<file path="src/rtl/trace_char_class.sv">
// Combinational character classifier: decimal digit, lowercase hex digit, nibble value.
module trace_char_class (
    input  logic [7:0] char,
    output logic       is_dec,
    output logic       is_hex,
    output logic [3:0] nibble
);

    // Classify the character and decode its digit value (0 when not a digit).
    always_comb begin
        is_dec = 1'b0;
        is_hex = 1'b0;
        nibble = 4'd0;
        if (char >= 8'h30 && char <= 8'h39) begin
            is_dec = 1'b1;
            is_hex = 1'b1;
            nibble = 4'(char - 8'h30);
        end else if (char >= 8'h61 && char <= 8'h66) begin
            is_hex = 1'b1;
            nibble = 4'(char - 8'h57);
        end
    end

endmodule

</file>
<file path="config.mk">
export PLATFORM = sky130hd
export DESIGN_NAME = trace_char_class
export DESIGN_NICKNAME = d
export VERILOG_FILES = /design/src/rtl/trace_char_class.sv
export SDC_FILE = /design/constraint.sdc
export NUM_CORES = 1
export LEC_CHECK = 0
export ABC_AREA = 1
export CORE_AREA = 2 2 39 41
export DETAILED_ROUTE_END_ITERATION = 10
export DIE_AREA = 0 0 41 43
export SYNTH_ARGS = -nofsm -noshare
export SYNTH_HDL_FRONTEND = slang
export SYNTH_SLANG_ARGS = --single-unit
</file>
<file path="constraint.sdc">
create_clock -name vclk -period 1.3
set_input_delay 0.26 -clock vclk [all_inputs]
set_output_delay 0.26 -clock vclk [all_outputs]
set_load 0.1 [all_outputs]
</file>
-- Yosys cells after proc, flatten, opt, wreduce, memory -nomap -nowiden
Index checks and enable logic that the tools add are counted.
- add/sub/neg operators: 2
- magnitude comparators: 4
- mux-type cells: 5
- reductions and logical operators: 2
- operator list (kind ; count):
    $ge 8x6->1 const B ; 1
    $ge 8x7->1 const B ; 1
    $le 8x6->1 const B ; 1
    $le 8x7->1 const B ; 1
    $mux 4 ; 2
    $sub 4x1->4 const B ; 1
    $sub 4x3->4 const B ; 1
    $mux 1 ; 3
    $logic_and 1x1->1 ; 2
- register bits after elaboration: 0

-- Depth between registers and ports, before layout
Gate-level depths: netlist of the first run.
- word-level depth: 4
- mapped depth: 8
- depth with buffers taken out: 8

-- Worst setup path before layout of the first run
OpenSTA, ideal clock, no wires.
- path kind: input -> output
- start: in char[1]
- end: out nibble[3]
- data arrival time: 2.066 ns
- slack: -1.026 ns
- stages on the path: 6
- path buffers: 0
- cells stage by stage: inv_1 -> ha_1 -> nand2_4 -> nand3_2 -> nand2_2 -> o21ai_1
- cells in the longest elaborated chain, start to end: 4
- elaborated cells between the ends (all ways): 10
- those cells by class: 2 x add/sub; 4 x order compare; 2 x mux; 2 x reduce/logical
- RTL lines (element ; RTL line ; text):
    start, declared ; 3 ; input logic [7:0] char,
    $ge 8x7->1 or $le 8x7->1 (tied branches) ; 18 ; end else if (char >= 8'h61 && char <= 8'h66) begin
    $logic_and 1x1->1 ; 18 ;
    $mux 4 ; 18 ;
    $mux 4 * ; 14 ; if (char >= 8'h30 && char <= 8'h39) begin
    end, declared ; 6 ; output logic [3:0] nibble
Every way passes the cells marked *; elsewhere a longest branch is shown, timed or not.

-- Worst setup path after layout of the first run
- start: in char[0]
- end: out nibble[1]
Same word-level chain as after synthesis.

==> flow_summary.rst, run 1 <==
.. list-table::
   :header-rows: 1

   * - Metric
     - Value
   * - Worst path required time
     - 1.04 ns
   * - Total detailed-routing wirelength
     - 680 um
   * - Number of DRC violations after detailed routing
     - 0
   * - Final standard cell count with taps included and fillers excluded
     - 78
   * - Die extent in y
     - 43 um
   * - Portion of netlist area occupied by mux cells
     - 0
   * - Number of synthesis warnings
     - 0
   * - Result of the run
     - complete, but fails checks
   * - Count of unique library cells instantiated by Yosys
     - 14
   * - ANT cells
     - 0
   * - Area fraction in and, or, nand and nor cells after synthesis
     - 0.626
   * - Total count of max-transition violations in the final report
     - 0
   * - Area fraction of the dominant cell type after synthesis
     - 0.220
   * - Number of antenna violations at the first check in global routing
     - 0
   * - Hold-fix buffers at CTS
     - 0
   * - Netlist Area Pre-Place
     - 228 um^2
   * - Most common cell in the synthesized netlist
     - sky130_fd_sc_hd__nand2_1
   * - Placed cell count
     - 76
   * - Kind of path behind the tightest hold check
     - input port to output pin
   * - Kind of critical path
     - input port to output pin
   * - Area growth syn-to-layout
     - 192%
   * - First-pass iteration count of the detailed router
     - 2
   * - FF+latch area
     - 0 um^2
   * - Dominant cells by area after synthesis
     - sky130_fd_sc_hd__ha_1 (22%), sky130_fd_sc_hd__nand2_1 (21%), sky130_fd_sc_hd__inv_1 (9.9%)
   * - Setup ws final
     - -0.196 ns
   * - Floorplan die area
     - 0.00176 mm^2
   * - Net count after synthesis
     - 51
   * - Xor/xnor cell area share of the yosys netlist
     - 0
   * - Die width
     - 41 um
   * - Worst IR Drop VDD
     - 0.145 mV
   * - Number of vias after detailed routing
     - 329
   * - Number of rows created at floorplan
     - 14
   * - Initial standard-cell utilization of the core
     - 0.165
   * - Data arrival time at the worst-slack endpoint
     - 1.24 ns
   * - Area of the core region
     - 0.00138 mm^2
   * - Synthesized-area fraction occupied by ao, oa, aoi and oai cells
     - 0.0220
   * - Worst setup path start
     - char[0]
   * - Post-DP HPWL
     - 531 um
   * - Total routing resource utilization after global routing
     - 0.0949
   * - Failing checks
     - negative setup slack
   * - Aggregate global routing overflow
     - 0
   * - Cell accounting for the most synthesized area
     - sky130_fd_sc_hd__ha_1
   * - Leakage Power
     - 0.305 nW
   * - Startpoint types
     - input port
   * - Slew of the pin with the lowest slew margin
     - 0.238 ns
   * - Number of top-level pins
     - 14
   * - Layout clock buffer count
     - 0
   * - Maximum fanout along the worst path
     - 5
   * - Worst slew margin relative to its limit
     - 0.841
   * - Maximum number of pins on one net before global-route repair
     - 6
   * - Final weighted congestion of routability-driven global placement
     - 0.764
   * - Achievable Freq
     - 669 MHz
   * - Main combinational cell family by area after synthesis
     - simple AND/OR/NAND/NOR gates
   * - Ratio of cells with drive above 1 in the final layout
     - 0.790
   * - Post-route antenna net violation count
     - 0
   * - Unrepaired setup endpoints after global routing
     - yes
   * - Total power density per cell area
     - 262 mW/mm^2
   * - Adder and majority gate portion of the synthesized area
     - 0.220
   * - Via count of the first global-routing pass
     - 327
   * - Average vias per placed instance
     - 4.22
   * - Crit end category
     - output pin
   * - Net count of the finished layout
     - 76
   * - Gate Count Post-Synth
     - 39
   * - First-pass GRT wire length
     - 1230 um
   * - Final-layout fill cell count
     - 136
   * - Number of max-cap violations
     - 0
   * - Share of synthesized area occupied by flip-flops and latches
     - 0
   * - # setup viols final
     - 6
   * - Synthesized area per cell
     - 5.84 um^2
   * - Iteration-0 DRC count of the detailed router
     - 1
   * - Final hold viol count
     - 0
   * - Minimum clock period after layout
     - 1.50 ns
   * - Top cells by count, synth
     - sky130_fd_sc_hd__nand2_1 (13), sky130_fd_sc_hd__inv_1 (6), sky130_fd_sc_hd__ha_1 (4)
   * - CP endpoint
     - nibble[1]
   * - Setup TNS
     - -0.990 ns
   * - Share of the clock period used by the worst path after layout
     - 1.15
   * - Quantity of I/O buffers inserted on ports
     - 14
   * - Flip-flop and latch count
     - 0
   * - Avg WL per Cell
     - 8.72 um
placed cells by master, fill, tap and decap left out, types with 2 or more instances in the layout:
cell type / n
sky130_fd_sc_hd__nand2_1: 4
sky130_fd_sc_hd__nand4_1: 3
sky130_fd_sc_hd__buf_4: 9
sky130_fd_sc_hd__inv_2: 3
sky130_fd_sc_hd__ha_4: 2
sky130_fd_sc_hd__nand3_2: 3
sky130_fd_sc_hd__nand2_8: 3
sky130_fd_sc_hd__nand2_4: 2
sky130_fd_sc_hd__clkbuf_2: 5
sky130_fd_sc_hd__inv_1: 2
sky130_fd_sc_hd__ha_1: 2
sky130_fd_sc_hd__nand2_2: 6
sky130_fd_sc_hd__buf_12: 8
per-layer routing:
metal,GRT usage,part of all wire,up-vias
met5,0,0,-
met4,0,0,0
met3,0,0.059,0
met2,0.191,0.60,9
met1,0.108,0.34,151
li1,-,-,169
worst min path at each step:
stage,startpoint,to,slack [ns],cells past startpoint
finish,char[0],nibble[0],0.93,4
global route,char[0],nibble[0],0.95,4
CTS,char[7],nibble[3],1.01,5
detailed placement,char[3],nibble[3],1.35,5
global placement,char[3],nibble[3],1.35,5
floorplan,char[6],is_dec,0.75,3
layout make-up:
type                       count  area [um^2]  share of cell area
inverter                       8         58.8              0.0885
timing repair buffer          23          264               0.397
multi-input combinational     31          322               0.484
tap                           16         20.0              0.0301
power breakdown:
| group | switching [mW] | total, mW | internal [mW] |
|---|---|---|---|
| Combinational | 0.0966 | 0.174 | 0.0771 |
| Sequential | 0 | 0 | 0 |
| Clock | 0 | 0 | 0 |
critical path, cell delays in order:
cell and delay (ns):
sky130_fd_sc_hd__buf_12 0.10, sky130_fd_sc_hd__inv_6 0.04, sky130_fd_sc_hd__ha_4 0.15, sky130_fd_sc_hd__inv_2 0.04
sky130_fd_sc_hd__nor2_2 0.03, sky130_fd_sc_hd__nand3_2 0.08, sky130_fd_sc_hd__nand4_1 0.22, sky130_fd_sc_hd__nand2_8 0.14
sky130_fd_sc_hd__buf_12 0.17
timing repair:
action / CTS / global route
pin swaps: 13 / 9
cloned: 0 / 0
hold endpoints to repair: 0 / 0
buffers inserted: 3 / 0
resized for setup: 31 / 19
endpoints found under the setup margin: 6 / 6
stage by stage:
stage	power (mW)	worst slack (ns)	hold WS (ns)	instance area (um^2)	utilization
6_report	0.174	-0.196	0.931	664	0.480
5_1_grt	0.186	-0.268	0.949	664	0.480
4_1_cts	0.170	-0.317	1.01	663	0.479
3_5_place_dp	0.159	-0.810	1.35	619	0.448
3_3_place_gp	0.158	-0.799	1.35	619	0.448
2_1_floorplan	0.0837	-0.173	0.754	347	-
cells by family after synthesis:
logic type / after synthesis
AO/OA/AOI/OAI: 1
buffers and inverters: 8
AND/OR/NAND/NOR: 26
adder cells (fa/ha/maj): 4
(Power assumes the default switching activity.)
==> inputs of run 2 (changes only) <==
Settings changed: PLACE_DENSITY from default to 0.52.
==> run 2 against run 1 <==
Via count increased by 8.8%. First-iteration DRC count increased to 6.0 times the previous value. Final area increased by 7.9%. Largest cell class unchanged. Clock-buffer cell count unchanged. Critical path type unchanged. Largest power group unchanged. Highest routed layer unchanged. Global-route usage decreased by 0.10 points. Total power increased by 9.0%. Non-clock buffer count increased by 3. The flow still finishes with violations (negative setup slack).
==> flow_summary.rst, run 2 (synthesis results as in run 1) <==
.. list-table::
   :header-rows: 1

   * - Metric
     - Value
   * - Final hold viol count
     - 0 (unchanged)
   * - Die width
     - 41 um (unchanged)
   * - # setup viols final
     - 6 (unchanged)
   * - Net count of the finished layout
     - 79 (was 76)
   * - Die extent in y
     - 43 um (unchanged)
   * - Max incr delay on CP
     - 0.21 ns (was 0.22 ns)
   * - Commonest non-fill, non-tap cell in the layout
     - sky130_fd_sc_hd__buf_4 (unchanged)
   * - Switching pwr
     - 0.103 mW (was 0.0966 mW)
   * - Worst IR Drop VDD
     - 0.144 mV (was 0.145 mV)
   * - Number of DRC violations after detailed routing
     - 0 (unchanged)
   * - Number of vias after detailed routing
     - 358 (was 329)
   * - Number of max-cap violations
     - 0 (unchanged)
   * - Aggregate global routing overflow
     - 0 (unchanged)
   * - Crit end category
     - output pin (unchanged)
   * - Highest-count cells in the layout ignoring fill and taps
     - sky130_fd_sc_hd__buf_4 (10), sky130_fd_sc_hd__buf_12 (8), sky130_fd_sc_hd__nand2_2 (7) (was sky130_fd_sc_hd__buf_4 (9), sky130_fd_sc_hd__buf_12 (8), sky130_fd_sc_hd__nand2_2 (6))
   * - Leakage Power
     - 0.324 nW (was 0.305 nW)
   * - Initial standard-cell utilization of the core
     - 0.165 (unchanged)
   * - Achievable Freq
     - 669 MHz (about the same)
   * - Share of the clock period used by the worst path after layout
     - 1.15 (about the same)
   * - Iteration-0 DRC count of the detailed router
     - 6 (was 1)
   * - Result of the run
     - complete, but fails checks (unchanged)
   * - Portion of total power attributed to combinational logic
     - 1.000 (about the same)
   * - Cell Chain, Critical Path
     - buf_12, inv_16, ha_4, nand2_4, nand3_4, nand4_1, nand2_8, buf_12 (was buf_12, inv_6, ha_4, inv_2, nor2_2, nand3_2, nand4_1, nand2_8, buf_12)
   * - Slew of the pin with the lowest slew margin
     - 0.237 ns (was 0.238 ns)
   * - Kind of critical path
     - input port to output pin (unchanged)
   * - Number of rows created at floorplan
     - 14 (unchanged)
   * - Share of the core filled with cells in the final layout
     - 0.518 (was 0.480)
   * - Maximum number of pins on one net before global-route repair
     - 6 (unchanged)
   * - Floorplan die area
     - 0.00176 mm^2 (unchanged)
   * - Layout clock buffer count
     - 0 (unchanged)
   * - Power Internal
     - 0.0860 mW (was 0.0771 mW)
   * - Worst slew margin relative to its limit
     - 0.842 (was 0.841)
   * - Ratio of cells with drive above 1 in the final layout
     - 0.815 (was 0.790)
   * - FF+latch area
     - 0 um^2 (unchanged)
   * - Average vias per placed instance
     - 4.42 (was 4.22)
   * - Data arrival time at the worst-slack endpoint
     - 1.24 ns (about the same)
   * - Maximum fanout along the worst path
     - 4 (was 5)
   * - Flip-flop and latch count
     - 0 (unchanged)
   * - Number of top-level pins
     - 14 (unchanged)
   * - Minimum clock period after layout
     - 1.50 ns (about the same)
   * - Sequential group share of total power
     - 0 (about the same)
   * - CP dominant cell by count
     - sky130_fd_sc_hd__buf_12 (unchanged)
   * - Total count of max-transition violations in the final report
     - 0 (unchanged)
   * - Clock Power Share
     - 0 (about the same)
   * - Final standard cell count with taps included and fillers excluded
     - 81 (was 78)
   * - Avg WL per Cell
     - 9.86 um (was 8.72 um)
   * - Post-route antenna net violation count
     - 0 (unchanged)
   * - Quantity of I/O buffers inserted on ports
     - 14 (unchanged)
   * - Unrepaired setup endpoints after global routing
     - yes (unchanged)
   * - Highest-delay cell along the critical path
     - sky130_fd_sc_hd__nand4_1 (unchanged)
   * - Final-layout fill cell count
     - 128 (was 136)
   * - Net switching fraction of the power
     - 0.546 (was 0.556)
   * - Total power density per cell area
     - 264 mW/mm^2 (was 262 mW/mm^2)
   * - Total routing resource utilization after global routing
     - 0.0939 (was 0.0949)
   * - Placed cell count
     - 79 (was 76)
   * - Hold-fix buffers at CTS
     - 0 (unchanged)
   * - Startpoint types
     - input port (unchanged)
   * - Kind of path behind the tightest hold check
     - input port to output pin (unchanged)
   * - Final weighted congestion of routability-driven global placement
     - 0.774 (was 0.764)
   * - Number of antenna violations at the first check in global routing
     - 0 (unchanged)
   * - ANT cells
     - 0 (unchanged)
   * - Setup ws final
     - -0.196 ns (about the same)
   * - Worst path required time
     - 1.04 ns (about the same)
   * - Via count of the first global-routing pass
     - 330 (was 327)
   * - Failing checks
     - negative setup slack (unchanged)
   * - Area growth syn-to-layout
     - 215% (was 192%)
   * - Total detailed-routing wirelength
     - 799 um (was 680 um)
   * - First-pass GRT wire length
     - 1250 um (was 1230 um)
   * - First-pass iteration count of the detailed router
     - 4 (was 2)
   * - Area of the core region
     - 0.00138 mm^2 (unchanged)
## run 2: worst max-delay path: cells and delay by family
family / cells / cell delay (ns)
adder cells (fa/ha/maj): 1 / 0.12
buffers and inverters: 3 / 0.34
AND/OR/NAND/NOR: 4 / 0.50
## run 2: per-layer routing
layer	GRT usage	routed length [um]	vias up	part of all wire
met1	0.120	293	169	0.37
met3	0.00524	40	0	0.050
met5	0	0	-	0
met4	0	0	0	0
li1	-	-	176	-
met2	0.172	465	13	0.58
## run 2: path summary, 6_finish.rpt
path | from | to | cells after the start
max | char[1] | nibble[1] | 8
min | char[0] | nibble[0] | 4
## run 2: power by group through the flow
stage | clock network [mW] | logic [mW] | registers (mW)
floorplan | 0 | 0.0837 | 0
global placement | 0 | 0.164 | 0
detailed placement | 0 | 0.164 | 0
CTS | 0 | 0.177 | 0
global route | 0 | 0.203 | 0
finish | 0 | 0.189 | 0
## run 2: layout make-up
class                      count  area (um^2)  area share
multi-input combinational     31          344       0.480
timing repair buffer          26          294       0.410
inverter                       8         58.8      0.0820
tap                           16         20.0      0.0279
## run 2: timing repair
action                     in CTS  in global routing
gates resized for setup        35                 23
pin swaps                      14                 13
setup endpoints to repair       6                  6
setup buffers                   3                  0
gates cloned                    0                  0
## run 2: stage by stage
stage / power [mW] / instance area, um^2 / hold WS (ns) / TNS, ns / setup slack, ns
after floorplan: 0.0837 / 347 / 0.754 / -0.580 / -0.173
after global placement: 0.164 / 642 / 1.36 / -4.55 / -0.803
after detailed placement: 0.164 / 642 / 1.35 / -4.57 / -0.812
after CTS: 0.177 / 692 / 1.01 / -1.76 / -0.330
after global routing: 0.203 / 717 / 0.965 / -1.32 / -0.246
final: 0.189 / 717 / 0.951 / -1.03 / -0.196
==> inputs of run 3 (changes only) <==
Settings changed: TNS_END_PERCENT from default to 30.
==> run 3 against run 2 <==
The flow still finishes with violations (negative setup slack). Hold slack better by 0.046 ns. Final area is 0.87% lower. Critical path depth shrank 2. Global-route usage grew 1.4 points.
==> flow_summary.rst, run 3 (synthesis results as in run 1) <==
.. list-table::
   :header-rows: 1

   * - Metric
     - Value
   * - Number of max-cap violations
     - 0 (unchanged)
   * - Number of vias after detailed routing
     - 346 (was 358)
   * - Post-DP HPWL
     - 595 um
   * - Startpoint types
     - input port (unchanged)
   * - Die width
     - 41 um (unchanged)
   * - Placed cell count
     - 79 (unchanged)
   * - Overall power consumption
     - 0.189 mW (about the same)
   * - Number of top-level pins
     - 14 (unchanged)
   * - Kind of cell adding the most delay to the critical path
     - simple AND/OR/NAND/NOR gates (unchanged)
   * - Maximum fanout along the worst path
     - 4 (unchanged)
   * - Total detailed-routing wirelength
     - 815 um (was 799 um)
   * - Net count of the finished layout
     - 80 (was 79)
   * - Quantity of I/O buffers inserted on ports
     - 14 (unchanged)
   * - Final weighted congestion of routability-driven global placement
     - 0.767 (was 0.774)
   * - Via count of the first global-routing pass
     - 349 (was 330)
   * - Setup TNS
     - -0.964 ns (was -1.03 ns)
   * - Total count of max-transition violations in the final report
     - 0 (unchanged)
   * - First-pass iteration count of the detailed router
     - 4 (unchanged)
   * - Share of the core filled with cells in the final layout
     - 0.514 (was 0.518)
   * - Iteration-0 DRC count of the detailed router
     - 6 (unchanged)
   * - Switching pwr
     - 0.103 mW (about the same)
   * - Placed cell area
     - 642 um^2 (unchanged)
   * - Pre-CTS setup slack
     - -0.769 ns (was -0.812 ns)
   * - Aggregate global routing overflow
     - 0 (unchanged)
   * - Kind of path behind the tightest hold check
     - input port to output pin (unchanged)
   * - Die extent in y
     - 43 um (unchanged)
   * - Number of antenna violations at the first check in global routing
     - 0 (unchanged)
   * - Portion of total power attributed to combinational logic
     - 1.000 (about the same)
   * - Startpoint of the lowest-slack hold path
     - char[2] (was char[0])
   * - Final standard cell count with taps included and fillers excluded
     - 82 (was 81)
   * - Average vias per placed instance
     - 4.22 (was 4.42)
   * - Slew of the pin with the lowest slew margin
     - 0.247 ns (was 0.237 ns)
   * - Total routing resource utilization after global routing
     - 0.108 (was 0.0939)
   * - Layout clock buffer count
     - 0 (unchanged)
   * - Number of buffers and inverters on the critical path
     - 2 (was 3)
   * - Number of cells traversed by the worst hold path
     - 4 (unchanged)
   * - Worst path required time
     - 1.04 ns (about the same)
   * - Cell Chain, Critical Path
     - buf_6, nand3b_1, nor2_4, nand4_1, nand2_8, buf_12 (was buf_12, inv_16, ha_4, nand2_4, nand3_4, nand4_1, nand2_8, buf_12)
   * - Setup ws final
     - -0.188 ns (was -0.196 ns)
   * - Floorplan die area
     - 0.00176 mm^2 (unchanged)
   * - Failing checks
     - negative setup slack (unchanged)
   * - FF+latch area
     - 0 um^2 (unchanged)
   * - Summed area of non-filler cells in the final layout
     - 711 um^2 (was 717 um^2)
   * - Highest-delay cell along the critical path
     - sky130_fd_sc_hd__nand4_1 (unchanged)
   * - Ratio of cells with drive above 1 in the final layout
     - 0.803 (was 0.815)
   * - Data arrival time at the worst-slack endpoint
     - 1.23 ns (was 1.24 ns)
   * - Post-route antenna net violation count
     - 0 (unchanged)
   * - Commonest non-fill, non-tap cell in the layout
     - sky130_fd_sc_hd__buf_4 (unchanged)
   * - Number of rows created at floorplan
     - 14 (unchanged)
   * - Worst IR Drop VDD
     - 0.153 mV (was 0.144 mV)
   * - Number of DRC violations after detailed routing
     - 0 (unchanged)
   * - Worst hold slack after final layout
     - 0.997 ns (was 0.951 ns)
   * - Leakage Power
     - 0.326 nW (was 0.324 nW)
   * - Sequential group share of total power
     - 0 (about the same)
   * - Max incr delay on CP
     - 0.24 ns (was 0.21 ns)
   * - Minimum clock period after layout
     - 1.49 ns (was 1.50 ns)
   * - Worst Hold End
     - nibble[2] (was nibble[0])
   * - Crit end category
     - output pin (unchanged)
   * - Result of the run
     - complete, but fails checks (unchanged)
   * - Net switching fraction of the power
     - 0.546 (about the same)
   * - Flip-flop and latch count
     - 0 (unchanged)
   * - Final-layout fill cell count
     - 133 (was 128)
   * - First-pass GRT wire length
     - 1410 um (was 1250 um)
   * - Clock Power Share
     - 0 (about the same)
   * - Area growth syn-to-layout
     - 212% (was 215%)
   * - # setup viols final
     - 6 (unchanged)
   * - Maximum number of pins on one net before global-route repair
     - 5 (was 6)
   * - Worst slew margin relative to its limit
     - 0.835 (was 0.842)
   * - Area of the core region
     - 0.00138 mm^2 (unchanged)
   * - Power Internal
     - 0.0858 mW (was 0.0860 mW)
   * - Initial standard-cell utilization of the core
     - 0.165 (unchanged)
   * - Final hold viol count
     - 0 (unchanged)
   * - Achievable Freq
     - 672 MHz (was 669 MHz)
   * - ANT cells
     - 0 (unchanged)
   * - Share of the clock period used by the worst path after layout
     - 1.14 (was 1.15)
   * - Kind of critical path
     - input port to output pin (unchanged)
   * - Avg WL per Cell
     - 9.94 um (was 9.86 um)
   * - Worst setup path start
     - char[7] (was char[1])
   * - Unrepaired setup endpoints after global routing
     - yes (unchanged)
   * - Total power density per cell area
     - 266 mW/mm^2 (was 264 mW/mm^2)
   * - Highest-count cells in the layout ignoring fill and taps
     - sky130_fd_sc_hd__buf_4 (12), sky130_fd_sc_hd__buf_12 (8), sky130_fd_sc_hd__nand2_2 (6) (was sky130_fd_sc_hd__buf_4 (10), sky130_fd_sc_hd__buf_12 (8), sky130_fd_sc_hd__nand2_2 (7))
run 3: changes by cell type in the layout (fill, tap and decap cells not counted), sizes merged:
cell and delta:
buf +1
run 3: power groups by stage:
stage,Combinational [mW],Sequential (mW),Clock (mW)
after floorplan,0.0838,0,0
after global placement,0.166,0,0
after detailed placement,0.167,0,0
after CTS,0.178,0,0
after global routing,0.200,0,0
final,0.189,0,0
run 3: area by class of cell:
type	instances	area (um^2)	share of cell area
timing repair buffer	27	298	0.419
inverter	8	58.8	0.0827
tap	16	20.0	0.0282
multi-input combinational	31	334	0.470
run 3: layer usage:
metal | global-route usage | share of wire
met2 | 0.222 | 0.62
met1 | 0.117 | 0.33
met5 | 0 | 0
met3 | 0 | 0.047
met4 | 0 | 0
run 3: timing repair:
item | in CTS | in global routing
setup endpoints to repair | 6 | 6
gates resized for setup | 31 | 25
gates cloned | 0 | 0
pin swaps | 10 | 9
setup buffers | 4 | 0
hold buffers | 0 | 0
run 3: how the worst max path moves through the flow:
| stage | depth (start not counted) | endpoint | slack, ns |
|---|---|---|---|
| CTS | 7 | nibble[0] | -0.33 |
| global route | 9 | nibble[0] | -0.24 |
| global placement | 9 | nibble[1] | -0.76 |
| floorplan | 6 | nibble[3] | -0.17 |
| detailed placement | 9 | nibble[0] | -0.77 |
| finish | 6 | nibble[0] | -0.19 |
run 3: tightest hold or removal path: stages:
cell,delay (ns)
sky130_fd_sc_hd__buf_2,0.14
sky130_fd_sc_hd__nand2_2,0.12
sky130_fd_sc_hd__nand2_8,0.06
sky130_fd_sc_hd__buf_12,0.16
